==> config.mk <==
export PLATFORM = sky130hd
export DESIGN_NAME = prog_rom_flat
export DESIGN_NICKNAME = d
export VERILOG_FILES = /design/src/rtl/prog_rom_if.sv /design/src/rtl/prog_rom.sv /design/src/flat_wrapper.sv
export SDC_FILE = /design/constraint.sdc
export NUM_CORES = 1
export LEC_CHECK = 0
export ABC_AREA = 1
export BUFFER_PORTS_ARGS = -buffer_cell sky130_fd_sc_hd__buf_2
export CAP_MARGIN = 20
export CORE_MARGIN = 1
export CORE_UTILIZATION = 56
export CTS_CLUSTER_DIAMETER = 100
export DETAILED_ROUTE_END_ITERATION = 12
export GPL_ROUTABILITY_DRIVEN = 0
export GPL_TIMING_DRIVEN = 0
export PLACE_DENSITY = 0.75
export SYNTH_ARGS = -nofsm -noshare
export SYNTH_HDL_FRONTEND = slang
export SYNTH_SLANG_ARGS = --single-unit
==> constraint.sdc <==
create_clock -name clock -period 1.9 [get_ports clock]
set_input_delay 0.19 -clock clock [delete_from_list [all_inputs] [get_ports clock]]
set_output_delay 0.19 -clock clock [all_outputs]
set_load 0.01 [all_outputs]
==> src/rtl/prog_rom_if.sv <==
`default_nettype none
// ============================================================================
// Module   : prog_rom_if
// Brief    : Loader/fetch bus of the program ROM (program, read, status).
// Revision : 1.0 - initial release
// ============================================================================
interface prog_rom_if #(
  parameter int DATA_WIDTH = 8,
  parameter int ADDR_WIDTH = 4
);
  logic                  rom_enable;
  logic                  prog_start;
  logic                  prog_valid;
  logic [ADDR_WIDTH-1:0] prog_addr;
  logic [DATA_WIDTH-1:0] prog_data;
  logic                  prog_done;
  logic                  rd_en;
  logic [ADDR_WIDTH-1:0] rd_addr;
  logic [DATA_WIDTH-1:0] rd_data;
  logic                  rd_valid;
  logic [1:0]            state;
  logic [ADDR_WIDTH:0]   word_count;
  logic [DATA_WIDTH-1:0] checksum;
  logic                  err;

  modport master (
    output rom_enable, prog_start, prog_valid, prog_addr, prog_data, prog_done,
    output rd_en, rd_addr,
    input  rd_data, rd_valid, state, word_count, checksum, err
  );

  modport slave (
    input  rom_enable, prog_start, prog_valid, prog_addr, prog_data, prog_done,
    input  rd_en, rd_addr,
    output rd_data, rd_valid, state, word_count, checksum, err
  );
endinterface
`default_nettype wire

==> src/rtl/prog_rom.sv <==
`default_nettype none
// ============================================================================
// Module   : prog_rom
// Brief    : Field-programmable program memory with load session, lock,
//            registered fetch port, word count, checksum and sticky error.
// Revision : 1.0 - initial release
// ============================================================================
module prog_rom #(
  parameter int DATA_WIDTH = 8,
  parameter int ADDR_WIDTH = 4
) (
  input  wire logic clock,
  input  wire logic reset_n,
  prog_rom_if.slave bus
);

  localparam int                  c_depth     = 1 << ADDR_WIDTH;
  localparam logic [ADDR_WIDTH:0] c_count_max = {1'b1, {ADDR_WIDTH{1'b0}}};
  localparam logic [ADDR_WIDTH:0] c_count_one = {{ADDR_WIDTH{1'b0}}, 1'b1};

  typedef enum logic [1:0] {
    ST_EMPTY  = 2'b00,
    ST_LOAD   = 2'b01,
    ST_LOCKED = 2'b10
  } state_t;

  state_t                r_state;
  state_t                w_state_next;
  logic                  w_wr_en;
  logic                  w_rd_fire;
  logic                  w_err_set;
  logic                  w_session_start;

  logic [DATA_WIDTH-1:0] r_mem [0:c_depth-1];
  logic [DATA_WIDTH-1:0] r_rd_data;
  logic                  r_rd_valid;
  logic [ADDR_WIDTH:0]   r_word_count;
  logic [DATA_WIDTH-1:0] r_checksum;
  logic                  r_err;

  always_ff @(posedge clock or negedge reset_n) begin
    if (!reset_n) begin
      r_state <= ST_EMPTY;
    end else begin
      r_state <= w_state_next;
    end
  end

  // A deasserted-high rom_enable gates every request, so nothing below fires.
  always_comb begin
    w_state_next    = r_state;
    w_wr_en         = 1'b0;
    w_rd_fire       = 1'b0;
    w_err_set       = 1'b0;
    w_session_start = 1'b0;
    if (!bus.rom_enable) begin
      case (r_state)
        ST_EMPTY: begin
          if (bus.prog_start) begin
            w_session_start = 1'b1;
            w_state_next    = ST_LOAD;
          end
          w_err_set = bus.rd_en | bus.prog_valid | bus.prog_done;
        end
        ST_LOAD: begin
          w_wr_en   = bus.prog_valid;
          w_err_set = bus.rd_en;
          if (bus.prog_done) begin
            w_state_next = ST_LOCKED;
          end
        end
        ST_LOCKED: begin
          w_rd_fire = bus.rd_en;
          w_err_set = bus.prog_valid;
          if (bus.prog_start) begin
            w_session_start = 1'b1;
            w_state_next    = ST_LOAD;
          end
        end
        default: begin
          w_state_next = ST_EMPTY;
        end
      endcase
    end
  end

  // The array is deliberately left out of reset so contents survive it.
  always_ff @(posedge clock) begin
    if (w_wr_en) begin
      r_mem[bus.prog_addr] <= bus.prog_data;
    end
  end

  always_ff @(posedge clock or negedge reset_n) begin
    if (!reset_n) begin
      r_rd_data  <= '0;
      r_rd_valid <= 1'b0;
    end else begin
      r_rd_valid <= w_rd_fire;
      if (w_rd_fire) begin
        r_rd_data <= r_mem[bus.rd_addr];
      end
    end
  end

  always_ff @(posedge clock or negedge reset_n) begin
    if (!reset_n) begin
      r_word_count <= '0;
      r_checksum   <= '0;
      r_err        <= 1'b0;
    end else begin
      if (w_session_start) begin
        r_word_count <= '0;
        r_checksum   <= '0;
      end else if (w_wr_en) begin
        r_checksum <= r_checksum + bus.prog_data;
        if (r_word_count != c_count_max) begin
          r_word_count <= r_word_count + c_count_one;
        end
      end
      // An illegal access in the same cycle as a session start still flags.
      if (w_err_set) begin
        r_err <= 1'b1;
      end else if (w_session_start) begin
        r_err <= 1'b0;
      end
    end
  end

  assign bus.rd_data    = r_rd_data;
  assign bus.rd_valid   = r_rd_valid;
  assign bus.state      = r_state;
  assign bus.word_count = r_word_count;
  assign bus.checksum   = r_checksum;
  assign bus.err        = r_err;

endmodule
`default_nettype wire

==> src/flat_wrapper.sv <==
// flat-port wrapper written by rule: the top's interface ports become plain ports
module prog_rom_flat 
#(
  parameter int DATA_WIDTH = 8,
  parameter int ADDR_WIDTH = 4
)
  (clock, reset_n, bus_rom_enable, bus_prog_start, bus_prog_valid, bus_prog_addr, bus_prog_data, bus_prog_done, bus_rd_en, bus_rd_addr, bus_rd_data, bus_rd_valid, bus_state, bus_word_count, bus_checksum, bus_err);
  prog_rom_if #(.DATA_WIDTH(DATA_WIDTH), .ADDR_WIDTH(ADDR_WIDTH)) bus_i ();
  input  wire logic clock;
  input  wire logic reset_n;
  input wire logic [$bits(bus_i.rom_enable)-1:0] bus_rom_enable;
  input wire logic [$bits(bus_i.prog_start)-1:0] bus_prog_start;
  input wire logic [$bits(bus_i.prog_valid)-1:0] bus_prog_valid;
  input wire logic [$bits(bus_i.prog_addr)-1:0] bus_prog_addr;
  input wire logic [$bits(bus_i.prog_data)-1:0] bus_prog_data;
  input wire logic [$bits(bus_i.prog_done)-1:0] bus_prog_done;
  input wire logic [$bits(bus_i.rd_en)-1:0] bus_rd_en;
  input wire logic [$bits(bus_i.rd_addr)-1:0] bus_rd_addr;
  output wire logic [$bits(bus_i.rd_data)-1:0] bus_rd_data;
  output wire logic [$bits(bus_i.rd_valid)-1:0] bus_rd_valid;
  output wire logic [$bits(bus_i.state)-1:0] bus_state;
  output wire logic [$bits(bus_i.word_count)-1:0] bus_word_count;
  output wire logic [$bits(bus_i.checksum)-1:0] bus_checksum;
  output wire logic [$bits(bus_i.err)-1:0] bus_err;
  assign bus_i.rom_enable = bus_rom_enable;
  assign bus_i.prog_start = bus_prog_start;
  assign bus_i.prog_valid = bus_prog_valid;
  assign bus_i.prog_addr = bus_prog_addr;
  assign bus_i.prog_data = bus_prog_data;
  assign bus_i.prog_done = bus_prog_done;
  assign bus_i.rd_en = bus_rd_en;
  assign bus_i.rd_addr = bus_rd_addr;
  assign bus_rd_data = bus_i.rd_data;
  assign bus_rd_valid = bus_i.rd_valid;
  assign bus_state = bus_i.state;
  assign bus_word_count = bus_i.word_count;
  assign bus_checksum = bus_i.checksum;
  assign bus_err = bus_i.err;
  prog_rom #(.DATA_WIDTH(DATA_WIDTH), .ADDR_WIDTH(ADDR_WIDTH)) u_core (.clock(clock), .reset_n(reset_n), .bus(bus_i));
endmodule
== Yosys cells after proc, flatten, opt, wreduce, memory -nomap -nowiden ==
Memories as Yosys holds them, arrays and structs flattened. A register that Yosys moved wholly into a read port is not among the register bits.
Index checks and enable logic that the tools add are counted.

* Bits in registers: 17
* Memory bits (writable): 128
* Bits of input ports: 23
* Output and inout port bits: 25
* Logic and storage cells: 45
* Memories kept: 1

{| class="wikitable"
|+ Memories
! memory !! depth !! width !! read ports !! clocked after Yosys merged registers in !! wr ports !! RTL line !! source
|-
| u_core.r_mem || 16 || 8 || 1 || 1 || 1 || prog_rom.sv:34 || <nowiki>logic [DATA_WIDTH-1:0] r_mem [0:c_depth-1];</nowiki>
|}

* Add/subtract/negate cells: 2
* Equality and inequality tests: 5
* Mux-type cells: 21
* Bitwise operators: 3
* Reduce and logical (&&, ||, !) cells: 8

{| class="wikitable"
|+ Operators by type and width
! operator !! number
|-
| $mux W8 || 2
|-
| $mux W5 || 3
|-
| $mux W1 || 12
|-
| $add A8 B8 Y8 || 1
|-
| $reduce_bool A2 Y1 || 3
|-
| $add A5 B1 Y5 const B || 1
|-
| $ne A5 B5 Y1 const B || 1
|-
| $mux W2 || 2
|-
| $pmux W2 S2 || 1
|-
| $pmux W1 S3 || 1
|-
| $reduce_and A3 Y1 || 1
|-
| $eq A2 B1 Y1 const B || 1
|-
| $eq A2 B2 Y1 const B || 1
|-
| $logic_not A2 Y1 || 1
|-
| $ne A2 B1 Y1 const B || 1
|-
| $ne A2 B2 Y1 const B || 1
|-
| $or A1 B1 Y1 || 2
|-
| $reduce_and A2 Y1 || 1
|-
| $reduce_or A2 Y1 || 1
|-
| $logic_not A1 Y1 || 1
|-
| $not A1 Y1 || 1
|}

== Longest topological paths before layout ==
Gate-level depths: netlist of run 1.

* Depth after elaboration: 6
* Gate-level depth with buffers: 10
* Mapped depth without buffers: 9

== Worst setup path before layout of run 1 ==
No wires, ideal clock.

* Path kind: flip-flop to flip-flop
* Start point: register u_core.r_state[1] (netlist: u_core.bus.state[1])
* End point: memory u_core.r_mem[0][0] (enable)
* Setup time: 0.370 ns
* Arrival: 1.418 ns
* Required time: 1.530 ns
* Path slack: 0.111 ns
* Stages on the path, launching flop included: 7
* Buffers on the path: 1
* Period minus slack after synthesis: 1.789 ns
* Cells stage by stage: dfrtp_1 > inv_1 > nand2_2 > nor3_4 > buf_6 > nand2_1 > nor2_1

* Cells in the longest elaborated chain, start to end: 5

{| class="wikitable"
|+ Ends and longest elaborated chain
! element !! RTL line !! source
|-
| start: declaration || prog_rom.sv:27 || <nowiki>state_t r_state;</nowiki>
|-
| start signal: assignment || prog_rom.sv:45 || <nowiki>r_state <= w_state_next;</nowiki>
|-
| $eq A2 B1 Y1 || prog_rom.sv:57 || <nowiki>case (r_state)</nowiki>
|-
| $mux W1 || prog_rom.sv:57 ||
|-
| $mux W1 || prog_rom.sv:56 || <nowiki>if (!bus.rom_enable) begin</nowiki>
|-
| $mux W1 || prog_rom.sv:89 || <nowiki>if (w_wr_en) begin</nowiki>
|-
| $mux W1 (not written as such) || prog_rom.sv:90 || <nowiki>r_mem[bus.prog_addr] <= bus.prog_data;</nowiki>
|-
| end: declaration || prog_rom.sv:34 ||
|}

Every way passes these cells.

== Final worst setup path of run 1 ==
* Start point: register u_core.r_state[1] (netlist: u_core.bus.state[1])
* End point: memory u_core.r_mem[1][1] (enable)

The elaborated chain is that of the path after synthesis.

==> impl_results.md, run 1 <==
- CTS buffer count: 17
- P_int: 5.92 mW
- Nets: 810
- DRC: 0
- Worst skew pair latency: 0.43 ns
- Crit Path Category: reg2reg
- Total core area: 12100 sq um
- Required time of the worst setup path: 1.99 ns
- Initial DRC count: 441
- Crit-path max FO: 8
- Clock power share: 36.1%
- Cells after synthesis: 709
- Slew Viols, Final: 0
- CTS Buffer Depth: 2
- Die area: 12900 sq um
- Buffers on Ports: 44
- CP startpoint kind: flop
- Period utilization: 99.0%
- Worst slew pin tran: 0.566 ns
- Post-Syn Area: 6960 sq um
- Max cap viols: 0
- Layout cells sized above 1: 16.2%
- Ant. Diodes: 0
- Hold Path Class: in2reg
- Largest stage delay on the critical path: 0.39 ns
- Fin. Hold Viols: 0
- Vias in the first global route: 5178
- # IOs: 48
- Via count: 5249
- Sequential power share: 48.6%
- Leakage: 3.65 nW
- Clock tree sinks: 153
- DR WL met3: 1580 um
- Wire length per cell: 17.6 um
- Grt ovf: 0
- Top_reg_cell synth: edfxtp_1
- Largest net degree at the start of global routing: 26
- Pre-CTS WS: -0.256 ns
- Switch share: 27.4%
- Most common cell in the netlist: nand2_1
- Top cells by area, synth: edfxtp_1 (55%), nand2_1 (13%), dfrtp_1 (9.0%), nand3_1 (7.9%), inv_1 (6.1%)
- Root buf cell: clkbuf_16
- Highest Clock Rate: 0.532 GHz
- Antenna-violating nets left: 0
- Share of the synthesized area in the top cell type: 55.3%
- RSZ-0062 raised after global routing: true
- Setup slack after layout: 0.0191 ns
- Synthesized flop and latch total: 153
- FP Rows: 40
- Die X: 113 um
- TritonRoute pass-1 iters: 5
- Post-synthesis async set-or-reset flop share: 16.3%
- Dpl hpwl: 11100 um
- Synth cell count leaders: nand2_1 (232), edfxtp_1 (128), inv_1 (113), nand3_1 (110)
- Initial core utilization: 57.7%
- Uppermost layer routed: met4
- Routed WL: 16900 um
- Status: finished, final reports clean
- Reg2reg setup slack: 0.02 ns
- Area added between synthesis and finish: 16.3%
- Layout Skew: 0.0140 ns
- Die height: 113 um
- Global-route wire length before repair: 26200 um
- Final min period: 1.88 ns
- Clk slew on worst S/H paths: 0.06 ns
- Initial antenna violation count: 0
- CTS tree: yes
- Number of flops mapped to enable cells by yosys: 128
- H-Tree Depth: 4
- Synth area leader: edfxtp_1
- CP Data Arrival Time: 1.97 ns
- Ys Warns: 0
- Synth Net Count: 742
- Sequential element share of the synthesized area: 64.2%
- DRT met1 WL: 6320 um
- CP most frequent cell: nand2_2
- All-Layer GR Usage: 27.9%
- Met2 WL: 8290 um
- Critical-path top delay cell: dfrtp_1
- Worst VDD drop: 0.000655 V
- Pwr/cell area: 1010 nW/um^2
- Core Util, Final: 67.1%
- Slew Limit Headroom: 62.2%
- Endpoints failing setup: 0
- WHS: 0.0765 ns
- CP endpoint kind: flop
- Switching pwr: 2.24 mW
- Netlist cell types: 28
- Comb pwr share: 15.3%
- Crit-path cells: inv_1 > nand2_2 > nor3_4 > buf_6 > nand2_2 > nor2_4
- DR vias/cell: 5.48
- Mean Syn Cell Area: 9.81 sq um
stage by stage:
stage | instances | setup TNS, ns | area, sq um | total power, mW
floorplan | 709 | 0 | 6960 | 4.75
global placement | 921 | -14.69 | 7390 | 5.16
detailed placement | 921 | -23.12 | 7390 | 5.23
CTS | 954 | -7.08 | 8000 | 8.14
global route | 958 | -0.330 | 8090 | 8.47
finish | 958 | 0 | 8090 | 8.16
registers in the layout, summed over array words and instances (netlist names):
signal / flops
u_core.bus.rd_data: 8
u_core.bus.rd_valid: 1
u_core.r_mem: 128
u_core.bus.state: 2
u_core.bus.err: 1
u_core.bus.checksum: 8
u_core.bus.word_count: 5
metal layers:
layer | track usage, % | up-vias
met2 | 46.0 | 299
met3 | 5.90 | 62
li1 | - | 2427
met5 | 0 | -
met4 | 15.2 | 0
met1 | 34.9 | 2461
repair_timing:
item	4_1_cts	5_1_grt
gates resized for setup	24	12
endpoints found under the setup margin	128	128
cloned	0	0
hold buffers	1	0
hold endpoints to repair	25	0
buffers inserted	0	4
pin swaps	0	6
layout make-up:
class | instances | area, sq um
Fill cell | 873 | 3970
Buffer | 25 | 151
Timing Repair Buffer | 49 | 273
Tap cell | 168 | 210
Multi-Input combinational cell | 414 | 2040
Sequential cell | 153 | 4470
Clock buffer | 18 | 429
Clock inverter | 14 | 83.8
Inverter | 117 | 439
critical path: cells and delay by family (launching register included):
kind          cells  cell delay (ns)
flops             1             0.39
simple gates      4             0.83
buf+inv           2             0.31
cells by family after synthesis:
| family | count (synthesis) | share of synthesized area, % |
|---|---|---|
| and+or+nand+nor | 380 | 23.3 |
| AOI/OAI and AO/OA | 21 | 1.71 |
| adders and majority gates | 10 | 1.91 |
| DFF | 153 | 64.2 |
| xor gates and xnor gates | 3 | 0.378 |
| buffers and inverters | 142 | 8.49 |
final timing paths:
kind | start | endpoint | depth (start not counted)
max in group asynchronous | reset_n | u_core.bus.checksum[5] | 2
setup / recovery | u_core.bus.state[1] | u_core.r_mem[1][1] | 6
setup reg to reg | u_core.bus.state[1] | u_core.r_mem[1][1] | 6
min in group asynchronous | reset_n | u_core.bus.rd_data[0] | 2
hold / removal | bus_prog_start | u_core.bus.state[1] | 4
hold reg to reg | u_core.bus.rd_data[4] | u_core.bus.rd_data[4] | 2
layout by cell type (no fill, tap or decap), drive strengths merged:
master       netlist  layout
a21oi              9       9
a22o               2       2
buf               23      71
clkbuf             2      20
clkinv             1       9
clkinvlp           0       5
dfrtp             25      25
dlygate4sd3        0       1
edfxtp           128     128
fa                 1       1
ha                 9       9
inv              116     117
nand2            234     234
nand3            113     113
nand3b             2       2
nand4              3       3
nor2              25      25
nor3               2       2
o21a               1       1
o21ai              8       8
o221ai             1       1
or2                1       1
xnor2              2       2
xor2               1       1
power by group through the flow:
stage | Sequential [mW] | Combinational (mW) | Clock [mW]
final | 3.97 | 1.25 | 2.94
after detailed placement | 4.03 | 1.19 | 0
after global placement | 4.02 | 1.14 | 0
after floorplan | 4.11 | 0.638 | 0
after global routing | 3.99 | 1.38 | 3.10
after CTS | 3.97 | 1.22 | 2.94
No activity file was read; power rests on OpenSTA's default activity.
==> inputs of run 2 (changes only) <==
- clock period: 1.9 -> 2.4 ns (I/O delays scaled with it)
==> run 2 against run 1 <==
  * Maximum frequency shrank 13%
  * Final area shrank 2.3%
  * Largest cell class unchanged
  * First-iteration DRC count shrank 5.4%
  * Critical path type unchanged
==> impl_results.md, run 2 (synthesis results as in run 1) <==
- Status: finished, final reports clean
- CP Data Arrival Time: 2.22 ns
- Worst skew pair latency: 0.43 ns
- Die height: 113 um
- DR vias/cell: 5.40
- Area added between synthesis and finish: 13.7%
- FP Rows: 40
- WP buf/inv: 2
- Initial DRC count: 417
- Grt ovf: 0
- Commonest cells after routing, fill and taps aside: nand2_1 (232), edfxtp_1 (128), inv_1 (113)
- Max reg flops: 128
- Reg2Reg Launch Point: u_core.bus.state[1]
- Cts hold-fix bufs: 1
- Largest register by flop count: u_core.r_mem
- Total core area: 12100 sq um
- # placed instances: 921
- Initial antenna violation count: 0
- Layout Skew: 0.0137 ns
- CP endpoint kind: flop
- Slew Limit Headroom: 46.6%
- Hold Path Class: in2reg
- Clk slew on worst S/H paths: 0.06 ns
- Post_cts resized: 0
- # IOs: 48
- Die X: 113 um
- Worst VDD drop: 0.000517 V
- CTS Buffer Depth: 2
- CTS buffer count: 17
- DRC: 0
- Buffers on Ports: 44
- Fin. Hold Viols: 0
- H-Tree Depth: 4
- All-Layer GR Usage: 27.6%
- Final min period: 2.17 ns
- Worst slew pin tran: 0.798 ns
- Crit-path leading delay family: simple AND/OR/NAND/NOR gates
- Root buf cell: clkbuf_16
- Leakage: 3.63 nW
- CP startpoint kind: flop
- Endpoints failing setup: 0
- Vias in the first global route: 5147
- Slew Viols, Final: 0
- Ant. Diodes: 0
- Clock tree sinks: 153
- Required time of the worst setup path: 2.44 ns
- Die area: 12900 sq um
- Max cap viols: 0
- Crit. Startpoint: u_core.bus.state[1]
- Pwr/cell area: 813 nW/um^2
- Crit-path max FO: 10
- Initial core utilization: 57.7%
- Dpl hpwl: 11100 um
- Setup TNS: 0 ns
- Largest stage delay on the critical path: 0.62 ns
- Period utilization: 90.5%
- Post-Layout Cell Count: 954
- Critical-path top delay cell: nor2_1
- Wire length per cell: 17.1 um
- Largest net degree at the start of global routing: 26
- Highest Clock Rate: 0.460 GHz
- Layout cells sized above 1: 13.5%
- Crit Path Category: reg2reg
- Setup Fix Bufs, Post-CTS: 0
- Routed WL: 16300 um
- Via count: 5156
- TritonRoute pass-1 iters: 5
- CTS tree: yes
- Global-route wire length before repair: 25900 um
- Commonest non-fill, non-tap cell in the layout: nand2_1
- RSZ-0062 raised after global routing: false
- Pwr Total: 6.43 mW
- Antenna-violating nets left: 0
- Nets: 806
- Hold path startpoint: bus_prog_start
- Crit-path cells: inv_1 > nand2_2 > nor3_4 > buf_6 > nand2_1 > nor2_1
## run 2: cell types whose count changed in the layout (fill, tap and decap cells not counted), sizes merged
cell	change
buf	-4
## run 2: final timing paths
check,to,slack (ns),cells after the start
max,u_core.r_mem[1][1],0.23,6
min,u_core.bus.state[1],0.13,4
max reg2reg,u_core.r_mem[1][1],0.23,6
min reg2reg,u_core.bus.rd_data[4],0.47,2
max in group asynchronous,u_core.bus.checksum[5],1.65,2
min in group asynchronous,u_core.bus.rd_data[0],0.37,2
## run 2: where the power goes
part           switching, mW  internal [mW]
Clock                   1.03           1.30
Sequential             0.111           3.03
Combinational          0.612          0.349
Total                   1.75           4.68
## run 2: stage by stage
step           util (%)  setup slack [ns]  area, sq um  hold slack (ns)
2_1_floorplan         -             0.611         6960          -0.0556
3_3_place_gp       61.2             0.305         7390            0.261
3_5_place_dp       61.2             0.244         7390            0.270
4_1_cts            65.6             0.219         7910            0.117
5_1_grt            65.6             0.101         7910            0.162
6_report           65.6             0.227         7910            0.129
## run 2: metal layers
layer	global-route usage (%)	vias up	part of all wire, %
met5	0	-	0
met4	15.1	0	3.3
met3	6.48	48	7.9
met2	45.3	256	49
met1	34.1	2432	39
li1	-	2420	-
## run 2: layout make-up
class | instances | area, sq um
clock buffers | 18 | 429
multi-input cells | 414 | 1900
fillers | 909 | 4150
clock inverters | 14 | 83.8
well taps | 168 | 210
plain buffers | 25 | 151
inverters | 117 | 439
repair buffers | 45 | 230
flip-flops and latches | 153 | 4470
## run 2: worst register-to-register path, stage by stage (launching register included)
cell	delay [ns]
dfrtp_1	0.39
inv_1	0.13
nand2_2	0.10
nor3_4	0.23
buf_6	0.21
nand2_1	0.11
nor2_1	0.62
==> inputs of run 3 (changes only) <==
- BUFFER_PORTS_ARGS: -buffer_cell sky130_fd_sc_hd__buf_2 -> unset
- DONT_BUFFER_PORTS: unset -> 1
- PLACE_DENSITY: 0.75 -> 0.71
- clock period: 2.4 -> 2.5 ns (I/O delays scaled with it)
==> run 3 against run 2 <==
  * Sequential power hardly changed
  * Maximum frequency decreased by 5.8%
  * Sequential share of layout area up 0.12 points
  * Die area is the same
  * Via count down 4.0%
  * Combinational power is 27% lower
  * Critical path type unchanged
  * Critical endpoint is now u_core.r_mem[7][0]
  * Largest cell class unchanged
==> impl_results.md, run 3 (synthesis results as in run 1) <==
- Status: finished, final reports clean
- Clock tree sinks: 153
- Crit Path Category: reg2reg
- Commonest cells after routing, fill and taps aside: nand2_1 (232), edfxtp_1 (128), inv_1 (113)
- Max reg flops: 128
- Worst slew pin tran: 0.834 ns
- CTS buffer count: 17
- CP Data Arrival Time: 2.35 ns
- CTS Buffer Depth: 2
- CP endpoint kind: flop
- Required time of the worst setup path: 2.54 ns
- Core Util, Final: 65.4%
- Final Cell Area: 7890 sq um
- Max cap viols: 0
- All-Layer GR Usage: 28.0%
- Initial DRC count: 520
- Buffers on Ports: 0
- Layout cells sized above 1: 7.86%
- Layout Skew: 0.00787 ns
- Die area: 12900 sq um
- Clk slew on worst S/H paths: 0.06 ns
- Final min period: 2.31 ns
- Setup Fix Bufs, Post-CTS: 0
- Setup TNS: 0 ns
- CP startpoint kind: flop
- P_int: 4.91 mW
- DR vias/cell: 5.39
- Hold Path Class: in2reg
- Period utilization: 92.3%
- Endpoints failing setup: 0
- Cts hold-fix bufs: 10
- Die height: 113 um
- Clock power share: 41.6%
- Die X: 113 um
- Post_cts resized: 0
- Switching pwr: 1.61 mW
- Slew Limit Headroom: 44.2%
- CTS tree: yes
- Post-DP Area: 7170 sq um
- Worst skew pair latency: 0.42 ns
- Wire length per cell: 18.1 um
- DRC: 0
- Fin. Hold Viols: 0
- Ant. Diodes: 0
- Dpl hpwl: 10700 um
- Sequential power share: 47.7%
- RSZ-0062 raised after global routing: false
- Largest net degree at the start of global routing: 26
- Area added between synthesis and finish: 13.5%
- Nets: 771
- Highest Clock Rate: 0.433 GHz
- Fill cells: 932
- H-Tree Depth: 4
- Global-route wire length before repair: 25900 um
- Largest register by flop count: u_core.r_mem
- Initial core utilization: 57.7%
- Slew Viols, Final: 0
- Antenna-violating nets left: 0
- Worst VDD drop: 0.000648 V
- # IOs: 48
- Switch share: 24.7%
- Vias in the first global route: 4807
- FP Rows: 40
- Crit-path max FO: 10
- Leakage: 3.53 nW
- Pwr/cell area: 827 nW/um^2
- Total core area: 12100 sq um
- TritonRoute pass-1 iters: 5
- Root buf cell: clkbuf_16
- Via count: 4952
- Routed WL: 16600 um
- Commonest non-fill, non-tap cell in the layout: nand2_1
- Comb pwr share: 10.7%
- Initial antenna violation count: 0
- Grt ovf: 0
-- run 3: area by class of cell --
class	instances	area, sq um	area share, %
Timing Repair Buffer	10	110	1.39
Sequential cell	153	4470	56.6
Tap cell	168	210	2.66
Clock inverter	11	176	2.23
Buffer	25	151	1.92
Clock buffer	21	440	5.58
Inverter	117	439	5.56
Multi-Input combinational cell	414	1900	24.0
-- run 3: worst max-delay path, stage by stage, from the launching register on --
cell     delay, ns
dfrtp_1       0.42
inv_1         0.15
nand2_2       0.11
nor3_4        0.24
buf_6         0.21
nand2_1       0.13
nor2_1        0.66
-- run 3: power groups by stage --
stage | sequential [mW] | combinational (mW) | clock, mW
after floorplan | 3.12 | 0.485 | 0
after global placement | 3.16 | 0.590 | 0
after detailed placement | 3.17 | 0.617 | 0
after CTS | 3.12 | 0.687 | 2.72
after global routing | 3.13 | 0.786 | 2.83
final | 3.11 | 0.698 | 2.71
-- run 3: worst paths after layout --
kind / startpoint / to / slack [ns] / cells after the start
min in group asynchronous: reset_n / u_core.bus.rd_data[4] / 0.28 / 2
worst max register to register: u_core.bus.state[1] / u_core.r_mem[7][0] / 0.19 / 6
worst min register to register: u_core.bus.err / u_core.bus.err / 0.55 / 2
max in group asynchronous: reset_n / u_core.bus.checksum[7] / 2.06 / 2
worst max-delay path: u_core.bus.state[1] / u_core.r_mem[7][0] / 0.19 / 6
worst min-delay path: bus_prog_start / u_core.bus.state[1] / 0.05 / 3
-- run 3: per-stage QoR --
stage	std cells	hold slack, ns	total power, mW	worst slack [ns]
3_5_place_dp	877	-0.0453	3.78	0.244
3_3_place_gp	877	-0.0451	3.75	0.317
6_report	919	0.0478	6.53	0.193
2_1_floorplan	709	-0.0456	3.61	0.711
4_1_cts	919	0.0246	6.52	0.186
5_1_grt	919	0.0680	6.75	0.0710
-- run 3: metal layers --
layer  up-vias  wire length (um)  global-route usage [%]
li1       2353                 -                       -
met1      2344              6800                    37.6
met2       227              8100                    44.7
met3        28              1300                    6.59
met4         0               404                    10.5
met5         -                 0                       0
